`config.mk`:
```
export PLATFORM = sky130hd
export DESIGN_NAME = tpu_tile_sequencer_flat
export DESIGN_NICKNAME = d
export VERILOG_FILES = /design/src/rtl/tpu_tile_sequencer_pkg.sv /design/src/rtl/tpu_tile_sequencer_if.sv /design/src/rtl/tpu_tile_sequencer_phase_counter.sv /design/src/rtl/tpu_tile_sequencer.sv /design/src/flat_wrapper.sv
export SDC_FILE = /design/constraint.sdc
export NUM_CORES = 1
export LEC_CHECK = 0
export BUFFER_PORTS_ARGS = -buffer_cell sky130_fd_sc_hd__buf_2
export CORE_AREA = 4 4 88 90
export DETAILED_ROUTE_END_ITERATION = 7
export DIE_AREA = 0 0 92 94
export PLACE_DENSITY = 0.86
export SLEW_MARGIN = 40
export SYNTH_ARGS = -nofsm -noshare
export SYNTH_HDL_FRONTEND = slang
export SYNTH_SLANG_ARGS = --single-unit
```
`constraint.sdc`:
```
create_clock -name clk -period 3.12 [get_ports clk]
set_input_delay 0.468 -clock clk [delete_from_list [all_inputs] [get_ports clk]]
set_output_delay 0.468 -clock clk [all_outputs]
set_load 0.005 [all_outputs]
```
`src/rtl/tpu_tile_sequencer_pkg.sv`:
```
// Shared types and default constants for the TPU tile sequencer.
package tpu_ctrl_pkg;

  localparam int ADDRESSSIZE_D  = 10;
  localparam int MATRIX_SIZE_D  = 16;
  localparam int WLOAD_CYCLES_D = 2;
  localparam int DRAIN_CYCLES_D = 32;
  localparam int TILE_CNT_BW_D  = 8;

  typedef enum logic [2:0] {
    ST_IDLE,
    ST_WAIT_W,
    ST_WLOAD,
    ST_STREAM,
    ST_DRAIN,
    ST_WRITE,
    ST_FINISH
  } seq_state_t;

endpackage

```
`src/rtl/tpu_tile_sequencer_if.sv`:
```
// Host job handshake plus datapath strobes of the tile sequencer.
interface tpu_seq_if
  import tpu_ctrl_pkg::*;
#(
  parameter int ADDRESSSIZE = ADDRESSSIZE_D,
  parameter int TILE_CNT_BW = TILE_CNT_BW_D
);
  logic                   start;
  logic [TILE_CNT_BW-1:0] num_tiles;
  logic [ADDRESSSIZE-1:0] ub_base;
  logic [ADDRESSSIZE-1:0] res_base;
  logic                   fifo_empty;
  logic                   busy;
  logic                   done;
  logic                   fifo_rd_en;
  logic                   we_rl;
  logic [ADDRESSSIZE-1:0] ub_addr;
  logic                   ub_rd_valid;
  logic                   res_we;
  logic [ADDRESSSIZE-1:0] res_addr;
  logic [TILE_CNT_BW-1:0] tile_idx;

  modport master (
    output start, num_tiles, ub_base, res_base, fifo_empty,
    input  busy, done, fifo_rd_en, we_rl, ub_addr, ub_rd_valid, res_we, res_addr, tile_idx
  );

  modport slave (
    input  start, num_tiles, ub_base, res_base, fifo_empty,
    output busy, done, fifo_rd_en, we_rl, ub_addr, ub_rd_valid, res_we, res_addr, tile_idx
  );
endinterface

```
`src/rtl/tpu_tile_sequencer_phase_counter.sv`:
```
// Loadable down-counter with terminal-count flag; times every fixed-length phase.
module seq_phase_counter #(
  parameter int W = 6
) (
  input  logic         clk,
  input  logic         rst,
  input  logic         i_load,
  input  logic [W-1:0] i_load_val,
  input  logic         i_en,
  output logic         o_tc
);
  logic [W-1:0] r_cnt;

  always_ff @(posedge clk) begin
    if (rst)
      r_cnt <= '0;
    else if (i_load)
      r_cnt <= i_load_val;
    else if (i_en && r_cnt != '0)
      r_cnt <= r_cnt - W'(1);
  end

  assign o_tc = (r_cnt == '0);
endmodule

```
`src/rtl/tpu_tile_sequencer.sv`:
```
// Per-tile TPU datapath sequencer with start/busy/done host handshake.
// Optional perf counters are enabled by defining TPU_SEQ_PERF_EN.
module tpu_tile_sequencer
  import tpu_ctrl_pkg::*;
#(
  parameter int ADDRESSSIZE  = ADDRESSSIZE_D,
  parameter int MATRIX_SIZE  = MATRIX_SIZE_D,
  parameter int WLOAD_CYCLES = WLOAD_CYCLES_D,
  parameter int DRAIN_CYCLES = DRAIN_CYCLES_D,
  parameter int TILE_CNT_BW  = TILE_CNT_BW_D
) (
  input  logic        clk,
  input  logic        rst,
  tpu_seq_if.slave    bus
`ifdef TPU_SEQ_PERF_EN
  ,
  output logic [31:0] perf_cycles,
  output logic [15:0] perf_stall
`endif
);
  localparam int CNT_W = $clog2((DRAIN_CYCLES > MATRIX_SIZE) ? DRAIN_CYCLES : MATRIX_SIZE) + 1;

  seq_state_t             r_state;
  logic [TILE_CNT_BW-1:0] r_num_tiles;
  logic [TILE_CNT_BW-1:0] r_tile_idx;
  logic [ADDRESSSIZE-1:0] r_ub_next;
  logic [ADDRESSSIZE-1:0] r_res_next;
  logic [ADDRESSSIZE-1:0] r_ub_addr;
  logic [ADDRESSSIZE-1:0] r_res_addr;
  logic                   r_busy;
  logic                   r_done;
  logic                   r_fifo_rd_en;
  logic                   r_we_rl;
  logic                   r_ub_rd_valid;
  logic                   r_res_we;

  logic                   w_cnt_load;
  logic [CNT_W-1:0]       w_cnt_val;
  logic                   w_cnt_tc;
  logic                   w_last_tile;

  assign w_last_tile = (r_tile_idx == r_num_tiles - TILE_CNT_BW'(1));

  // Each phase loads its length minus one on the edge that enters it.
  always_comb begin
    w_cnt_load = 1'b0;
    w_cnt_val  = '0;
    unique case (r_state)
      ST_WAIT_W: if (r_fifo_rd_en) begin w_cnt_load = 1'b1; w_cnt_val = CNT_W'(WLOAD_CYCLES - 1); end
      ST_WLOAD:  if (w_cnt_tc)     begin w_cnt_load = 1'b1; w_cnt_val = CNT_W'(MATRIX_SIZE - 1);  end
      ST_STREAM: if (w_cnt_tc)     begin w_cnt_load = 1'b1; w_cnt_val = CNT_W'(DRAIN_CYCLES - 1); end
      ST_DRAIN:  if (w_cnt_tc)     begin w_cnt_load = 1'b1; w_cnt_val = CNT_W'(MATRIX_SIZE - 1);  end
      default: ;
    endcase
  end

  seq_phase_counter #(.W(CNT_W)) u_phase_cnt (
    .clk        (clk),
    .rst        (rst),
    .i_load     (w_cnt_load),
    .i_load_val (w_cnt_val),
    .i_en       (1'b1),
    .o_tc       (w_cnt_tc)
  );

  // NOTE: all state and outputs update with non-blocking assignments so every
  // branch reads the pre-edge values; strobes default low and are re-asserted.
  always_ff @(posedge clk) begin
    if (rst) begin
      r_state       <= ST_IDLE;
      r_num_tiles   <= '0;
      r_tile_idx    <= '0;
      r_ub_next     <= '0;
      r_res_next    <= '0;
      r_ub_addr     <= '0;
      r_res_addr    <= '0;
      r_busy        <= 1'b0;
      r_done        <= 1'b0;
      r_fifo_rd_en  <= 1'b0;
      r_we_rl       <= 1'b0;
      r_ub_rd_valid <= 1'b0;
      r_res_we      <= 1'b0;
    end else begin
      r_fifo_rd_en <= 1'b0;
      r_done       <= 1'b0;
      unique case (r_state)
        ST_IDLE: begin
          r_busy <= 1'b0;
          if (bus.start) begin
            r_num_tiles <= bus.num_tiles;
            r_ub_next   <= bus.ub_base;
            r_res_next  <= bus.res_base;
            r_tile_idx  <= '0;
            r_busy      <= 1'b1;
            if (bus.num_tiles == '0) begin
              r_state <= ST_FINISH;
            end else begin
              r_state      <= ST_WAIT_W;
              r_fifo_rd_en <= !bus.fifo_empty;
            end
          end
        end
        ST_WAIT_W: begin
          if (r_fifo_rd_en) begin
            r_state <= ST_WLOAD;
            r_we_rl <= 1'b1;
          end else begin
            r_fifo_rd_en <= !bus.fifo_empty;
          end
        end
        ST_WLOAD: begin
          if (w_cnt_tc) begin
            r_state       <= ST_STREAM;
            r_we_rl       <= 1'b0;
            r_ub_rd_valid <= 1'b1;
            r_ub_addr     <= r_ub_next;
            r_ub_next     <= r_ub_next + ADDRESSSIZE'(1);
          end
        end
        ST_STREAM: begin
          if (w_cnt_tc) begin
            r_state       <= ST_DRAIN;
            r_ub_rd_valid <= 1'b0;
          end else begin
            r_ub_addr <= r_ub_next;
            r_ub_next <= r_ub_next + ADDRESSSIZE'(1);
          end
        end
        ST_DRAIN: begin
          if (w_cnt_tc) begin
            r_state    <= ST_WRITE;
            r_res_we   <= 1'b1;
            r_res_addr <= r_res_next;
            r_res_next <= r_res_next + ADDRESSSIZE'(1);
          end
        end
        ST_WRITE: begin
          if (w_cnt_tc) begin
            r_res_we <= 1'b0;
            if (w_last_tile) begin
              r_state <= ST_FINISH;
              r_done  <= 1'b1;
            end else begin
              r_state      <= ST_WAIT_W;
              r_tile_idx   <= r_tile_idx + TILE_CNT_BW'(1);
              r_fifo_rd_en <= !bus.fifo_empty;
            end
          end else begin
            r_res_addr <= r_res_next;
            r_res_next <= r_res_next + ADDRESSSIZE'(1);
          end
        end
        ST_FINISH: begin
          // An empty job enters here with done low and spends one extra cycle.
          if (r_done) begin
            r_state <= ST_IDLE;
            r_busy  <= 1'b0;
          end else begin
            r_done <= 1'b1;
          end
        end
        default: r_state <= ST_IDLE;
      endcase
    end
  end

`ifdef TPU_SEQ_PERF_EN
  logic w_accept;
  logic w_stall;

  assign w_accept = (r_state == ST_IDLE) && bus.start;
  assign w_stall  = bus.fifo_empty &&
                    ((w_accept && bus.num_tiles != '0) ||
                     (r_state == ST_WAIT_W && !r_fifo_rd_en) ||
                     (r_state == ST_WRITE && w_cnt_tc && !w_last_tile));

  always_ff @(posedge clk) begin
    if (rst) begin
      perf_cycles <= '0;
      perf_stall  <= '0;
    end else if (w_accept) begin
      perf_cycles <= '0;
      perf_stall  <= w_stall ? 16'd1 : 16'd0;
    end else begin
      if (r_busy)  perf_cycles <= perf_cycles + 32'd1;
      if (w_stall) perf_stall  <= perf_stall + 16'd1;
    end
  end
`endif

  assign bus.busy        = r_busy;
  assign bus.done        = r_done;
  assign bus.fifo_rd_en  = r_fifo_rd_en;
  assign bus.we_rl       = r_we_rl;
  assign bus.ub_addr     = r_ub_addr;
  assign bus.ub_rd_valid = r_ub_rd_valid;
  assign bus.res_we      = r_res_we;
  assign bus.res_addr    = r_res_addr;
  assign bus.tile_idx    = r_tile_idx;
endmodule

```
`src/flat_wrapper.sv`:
```
// flat-port wrapper written by rule: the top's interface ports become plain ports
module tpu_tile_sequencer_flat import tpu_ctrl_pkg::*;
#(
  parameter int ADDRESSSIZE  = ADDRESSSIZE_D,
  parameter int MATRIX_SIZE  = MATRIX_SIZE_D,
  parameter int WLOAD_CYCLES = WLOAD_CYCLES_D,
  parameter int DRAIN_CYCLES = DRAIN_CYCLES_D,
  parameter int TILE_CNT_BW  = TILE_CNT_BW_D
)
  (clk, rst, bus_start, bus_num_tiles, bus_ub_base, bus_res_base, bus_fifo_empty, bus_busy, bus_done, bus_fifo_rd_en, bus_we_rl, bus_ub_addr, bus_ub_rd_valid, bus_res_we, bus_res_addr, bus_tile_idx);
  tpu_seq_if #(.ADDRESSSIZE(ADDRESSSIZE), .TILE_CNT_BW(TILE_CNT_BW)) bus_i ();
  input  logic clk;
  input  logic rst;
  input wire logic [$bits(bus_i.start)-1:0] bus_start;
  input wire logic [$bits(bus_i.num_tiles)-1:0] bus_num_tiles;
  input wire logic [$bits(bus_i.ub_base)-1:0] bus_ub_base;
  input wire logic [$bits(bus_i.res_base)-1:0] bus_res_base;
  input wire logic [$bits(bus_i.fifo_empty)-1:0] bus_fifo_empty;
  output wire logic [$bits(bus_i.busy)-1:0] bus_busy;
  output wire logic [$bits(bus_i.done)-1:0] bus_done;
  output wire logic [$bits(bus_i.fifo_rd_en)-1:0] bus_fifo_rd_en;
  output wire logic [$bits(bus_i.we_rl)-1:0] bus_we_rl;
  output wire logic [$bits(bus_i.ub_addr)-1:0] bus_ub_addr;
  output wire logic [$bits(bus_i.ub_rd_valid)-1:0] bus_ub_rd_valid;
  output wire logic [$bits(bus_i.res_we)-1:0] bus_res_we;
  output wire logic [$bits(bus_i.res_addr)-1:0] bus_res_addr;
  output wire logic [$bits(bus_i.tile_idx)-1:0] bus_tile_idx;
  assign bus_i.start = bus_start;
  assign bus_i.num_tiles = bus_num_tiles;
  assign bus_i.ub_base = bus_ub_base;
  assign bus_i.res_base = bus_res_base;
  assign bus_i.fifo_empty = bus_fifo_empty;
  assign bus_busy = bus_i.busy;
  assign bus_done = bus_i.done;
  assign bus_fifo_rd_en = bus_i.fifo_rd_en;
  assign bus_we_rl = bus_i.we_rl;
  assign bus_ub_addr = bus_i.ub_addr;
  assign bus_ub_rd_valid = bus_i.ub_rd_valid;
  assign bus_res_we = bus_i.res_we;
  assign bus_res_addr = bus_i.res_addr;
  assign bus_tile_idx = bus_i.tile_idx;
  tpu_tile_sequencer #(.ADDRESSSIZE(ADDRESSSIZE), .MATRIX_SIZE(MATRIX_SIZE), .WLOAD_CYCLES(WLOAD_CYCLES), .DRAIN_CYCLES(DRAIN_CYCLES), .TILE_CNT_BW(TILE_CNT_BW)) u_core (.clk(clk), .rst(rst), .bus(bus_i));
endmodule
```
# [Word-level counts from Yosys, hierarchy flattened]
# Index checks and enable logic that the tools add are counted.
[word_totals] ff_bits=71 wordCells=118
[op_classes] addsub=5 n_eq_ne=17 mux=56 reduce_logical=26
[op_table] op="10-bit two-way mux" n=10
[op_table] op="10-bit one-hot mux with 3 select lines" n=2
[op_table] op="10-bit one-hot mux with 2 select lines" n=2
[op_table] op="3-bit two-way mux" n=9
[op_table] op="8-bit two-way mux" n=3
[op_table] op="3-bit one-hot mux with 7 select lines" n=1
[op_table] op="10-bit by 1-bit adder with 10-bit output, second input constant" n=2
[op_table] op="6-bit one-hot mux with 3 select lines" n=1
[op_table] op="1-bit two-way mux" n=16
[op_table] op="2-bit != test, second input constant" n=8
[op_table] op="8-bit one-hot mux with 2 select lines" n=1
[op_table] op="3-bit AND reduction" n=5
[op_table] op="6-bit two-way mux" n=2
[op_table] op="1-bit one-hot mux with 2 select lines" n=6
[op_table] op="4-bit AND reduction" n=3
[op_table] op="2-bit nonzero test" n=6
[op_table] op="3-bit == test, second input constant" n=3
[op_table] op="8-bit by 1-bit adder with 8-bit output, second input constant" n=1
[op_table] op="8-bit == test" n=1
[op_table] op="8-bit zero test" n=1
[op_table] op="8-bit by 1-bit subtractor with 8-bit output, second input constant" n=1
[op_table] op="7-bit AND reduction" n=1
[op_table] op="3-bit by 2-bit == test with 1-bit output, second input constant" n=2
[op_table] op="6-bit zero test" n=1
[op_table] op="other kinds (13)" n=16

# [Longest topological paths before layout]
[depth] word_depth=5 depth_mapped=11 ltp_nobuf=9

# [Hierarchy]
# From an unflattened synthesis, not the netlist that was laid out.
[unflattened] hier_cells=489 area_unflattened_um2=3806.2
[by_module_without_submodules] mod="tpu_tile_sequencer" n_inst=1 cells_each=447 area_each_um2=3434.5 seq_area_each_um2=1301.2
[by_module_without_submodules] mod="seq_phase_counter" n_inst=1 cells_each=42 area_each_um2=371.6 seq_area_each_um2=120.1

# [Least setup slack after synthesis]
# No wires, ideal clock.
[synth_timing] path_kind="register to register" startpoint="register u_core.r_num_tiles[0]" endpoint="register u_core.r_tile_idx[5], in the netlist u_core.bus.tile_idx[5]" arrival_ps=2281 t_required_ps=3004 setup_slack_ps=722 path_stages_with_launch=11 n_path_buf=2 synth_period_minus_slack_ps=2398 cell_sequence="dfxtp_1 > inv_1 > ha_1 > buf_8 > o21ba_2 > a221oi_1 > a41oi_1 > nor4_2 > a311oi_4 > buf_6 > a41o_2"
[synth_via] elab_chain_len=4
[synth_lines] element="start, declared" line_no="tpu_tile_sequencer.sv:24" rtl="logic [TILE_CNT_BW-1:0] r_num_tiles;"
[synth_lines] element="start signal, assigned" line_no="tpu_tile_sequencer.sv:90" rtl="r_num_tiles <= bus.num_tiles;"
[synth_lines] element="8-bit by 1-bit subtractor with 8-bit output" line_no="tpu_tile_sequencer.sv:42" rtl="assign w_last_tile = (r_tile_idx == r_num_tiles - TILE_CNT_BW'(1));"
[synth_lines] element="8-bit == test" line_no="tpu_tile_sequencer.sv:42"
[synth_lines] element="2-bit != test (no line)"
[synth_lines] element="4-bit AND reduction (no line)"
[synth_lines] element="end signal, assigned" line_no="tpu_tile_sequencer.sv:145" rtl="r_tile_idx <= r_tile_idx + TILE_CNT_BW'(1);"
[synth_lines] element="end, declared" line_no="tpu_tile_sequencer.sv:25" rtl="logic [TILE_CNT_BW-1:0] r_tile_idx;"
# Every way passes these cells.
# A chain may end at the register's enable or synchronous reset.

# [Final worst setup path]
[layout_timing] startpoint="register u_core.u_phase_cnt.r_cnt[0]" endpoint="register u_core.r_tile_idx[5], in the netlist u_core.bus.tile_idx[5]"
[layout_via] elab_chain_len=3
[layout_lines] element="start, declared" line_no="tpu_tile_sequencer_phase_counter.sv:12" rtl="logic [W-1:0] r_cnt;"
[layout_lines] element="start signal, assigned" line_no="tpu_tile_sequencer_phase_counter.sv:18" rtl="r_cnt <= i_load_val;"
[layout_lines] element="start signal, assigned" line_no="tpu_tile_sequencer_phase_counter.sv:20" rtl="r_cnt <= r_cnt - W'(1);"
[layout_lines] element="6-bit zero test" line_no="tpu_tile_sequencer_phase_counter.sv:23" rtl="assign o_tc = (r_cnt == '0);"
[layout_lines] element="2-bit != test (no line)"
[layout_lines] element="4-bit AND reduction (no line)"
# Every way passes these cells.

==> impl_metrics.toml <==
[timing]
slew_headroom_pct = 56.1
maxSlewViolCount = 0
fmax_ghz = 0.351
fin_crit_ns = 2.85
final-setup-viol-count = 0
setup_slack_ns = 0.274
fin_worst_skew_ns = 0.00895
tightestPinTransition_ns = 0.659
finalCritPeriodShare_pct = 91.2
grt_setup_unrepaired = "false"
finalHoldViolations = 0
setup-tns-final_ns = 0

[layout]
drive_gt1_share_pct = 19.2
layout.cells.non_filler = 629
antennaDiodeCount = 0
area_delta_synth_final_pct = 14.1
nets = 562
fin_util_pct = 61.0

[synth]
synth_top_area_cell = "dfxtp_1"
postSynthCellCount = 470
syn_area_mm2 = 0.00377
seq_area_frac_synth_pct = 37.7
ys_warn_count = 0
syn_area_per_cell_um2 = 8.03
syn-num-nets = 507
synth_most_common_cell = "dfxtp_1"
post_synth_num_cell_types = 62
ys_seq_elements = 71
synth_flop_cell = "dfxtp_1"
synth_area_leaders = "dfxtp_1 38%, nand2_1 6.9%, mux2i_1 6.4%, nor2_1 5.9%, a21oi_1 5.3%"
synth_top_area_share_pct = 37.7
synth_edf_count = 0
ys_async_sr_fraction_pct = 0
synth_common_cells = "71 x dfxtp_1, 69 x nand2_1, 59 x nor2_1"

[setup_path]
cp_slowest_cell = "a311oi_4"
regToRegSetupSlack_ns = 0.27
critPathLaunchType = "flip-flop"
r2r_cells = 9
cp-end-kind = "flip-flop"
critical_path_class = "flip-flop to flip-flop"
slowest_delay_ns = 0.63
worstPathRequired_ns = 3.36
critPathBufInv = 1
r2r_end = "u_core.bus.tile_idx[5]"
cp_top_family = "compound AO/OA/AOI/OAI gates"
path_cells = "inv_1 -> ha_1 -> nor3b_1 -> and2_1 -> nand3_1 -> a21boi_0 -> a311oi_4 -> a311oi_1 -> a41o_2"
r2r_start = "u_core.u_phase_cnt.r_cnt[0]"
arrival_ns = 3.09
crit_fanout = 13

[floorplanning]
die_y_um = 94
rows = 31
initial_core_util_pct = 53.5
die_x_um = 92
fp.coreArea_mm2 = 0.00706
die_area_mm2 = 0.00865
io_pins = 66

[global_route]
grt_overflow = 0
grt_max_degree = 63
antenna_found_initial = 0
grtUsageTotal_pct = 21.8
grt_pass1_vias = 3422
grt_pass1_wl_mm = 15.5

[pwr]
power_mw = 3.31
peakVddDrop_mv = 0.349
p_per_area_mw_per_mm2 = 769
leakage_nw = 1.86

[detailed_routing]
drc = 0
drt_iter0_drc = 294
ant_nets = 0
dr.pass1.iters = 6
vias = 3608
finalWirelength_mm = 9.08
wl_per_cell_um = 14.4
viasPerCell = 5.74

[hold_path]
whs_path_depth = 3
min_from = "bus_num_tiles[7]"
min_path_type = "input pin to flip-flop"
hold_end = "u_core.r_num_tiles[7]"

[job]
drv_cap = 0

[clocking]
cts_resized = 0
cts_tree = "yes"
clockBufferDepth = 2
clk_pin_slew_ns = 0.08
cts.sinks = 71
cts_buffers = 9
cts_setup_buffers = 0
clockRootBuffer = "clkbuf_8"
htree_levels = 3
worstSkewPairLatency_ns = 0.35
ctsHoldBuffers = 0

[placed_design]
gp_congestion = 0.931
place_ws_ns = 0.291
place_hpwl_mm = 6.18
numPortBuffers = 65
placed_cells = 613

[status]
status = "completed"
[where the power goes]
group / switching (mW) / internal, mW / total, mW
sequential: 0.220 / 1.09 / 1.31
combinational: 0.744 / 0.516 / 1.26
clock: 0.375 / 0.370 / 0.745
[worst max path at each step]
| stage | startpoint | end | slack (ns) | depth (start not counted) |
|---|---|---|---|---|
| after detailed placement | u_core.u_phase_cnt.r_cnt[0] | u_core.bus.tile_idx[5] | 0.29 | 9 |
| after global placement | u_core.u_phase_cnt.r_cnt[0] | u_core.bus.tile_idx[5] | 0.42 | 9 |
| final | u_core.u_phase_cnt.r_cnt[0] | u_core.bus.tile_idx[5] | 0.27 | 9 |
| after floorplan | u_core.r_num_tiles[0] | u_core.bus.tile_idx[5] | 0.72 | 10 |
| after CTS | u_core.u_phase_cnt.r_cnt[0] | u_core.bus.tile_idx[5] | 0.26 | 9 |
| after global routing | u_core.u_phase_cnt.r_cnt[0] | u_core.bus.tile_idx[5] | 0.06 | 9 |
[metrics by stage]
| stage | instance area [µm²] | hold WS (ns) |
|---|---|---|
| after floorplan | 3770 | 0.448 |
| after global placement | 4110 | 0.464 |
| after detailed placement | 4110 | 0.469 |
| after CTS | 4310 | 0.361 |
| after global routing | 4310 | 0.370 |
| final | 4310 | 0.369 |
[tightest hold or removal path, stage by stage]
cell	delay [ns]
buf_2	0.11
nand2_1	0.05
a21oi_1	0.05
[state kept, by name, indices dropped and copies added, names as in the netlist]
| signal | count |
|---|---|
| u_core.bus.res_addr | 10 |
| u_core.bus.ub_addr | 10 |
| u_core.r_res_next | 10 |
| u_core.r_ub_next | 10 |
| u_core.bus.tile_idx | 8 |
| u_core.r_num_tiles | 8 |
| u_core.u_phase_cnt.r_cnt | 6 |
| u_core.r_state | 3 |
| u_core.bus.busy | 1 |
| u_core.bus.done | 1 |
| u_core.bus.fifo_rd_en | 1 |
| u_core.bus.res_we | 1 |
| u_core.bus.ub_rd_valid | 1 |
| u_core.bus.we_rl | 1 |
[placed cells by master, fill, tap and decap left out, types with 3 or more instances in the layout]
cell,instances
dfxtp_1,71
nand2_1,69
buf_2,65
nor2_1,59
a21oi_1,40
o21ai_0,24
mux2i_1,24
nand3_1,19
a211oi_1,12
nor3_1,10
inv_1,9
clkbuf_8,9
xnor2_1,8
and3_1,7
xor2_1,6
and2_1,6
buf_4,6
ha_1,5
or3_1,4
nor4_1,4
o31ai_1,4
a311oi_1,4
a31oi_1,4
o22ai_1,4
a21boi_0,3
nand3b_1,3
a22oi_1,3
[cell families after synthesis]
| family | synth area share [%] |
|---|---|
| AND/OR/NAND/NOR | 24.3 |
| flip-flops | 37.7 |
| multiplexers | 6.66 |
| adder cells (fa/ha/maj) | 1.66 |
| buffers and inverters | 5.47 |
| XOR/XNOR | 3.68 |
| AO/OA/AOI/OAI | 20.5 |
[layer usage]
layer  vias up  wire length, µm  global-route usage [%]
li1       1781                -                       -
met1      1684             4070                    27.3
met2       128             4310                    35.5
met5         -                0                       0
met3        15              562                    4.33
met4         0              138                    11.3
[area by class of cell]
class                   instances  area, µm²
repair buffers                 71        370
clock inverters                 7       72.6
well taps                      99        124
fillers                       628       2750
clock buffers                   9        124
flip-flops and latches         71       1420
multi-input cells             361       2150
inverters                      11       41.3
(Power assumes the default switching activity.)
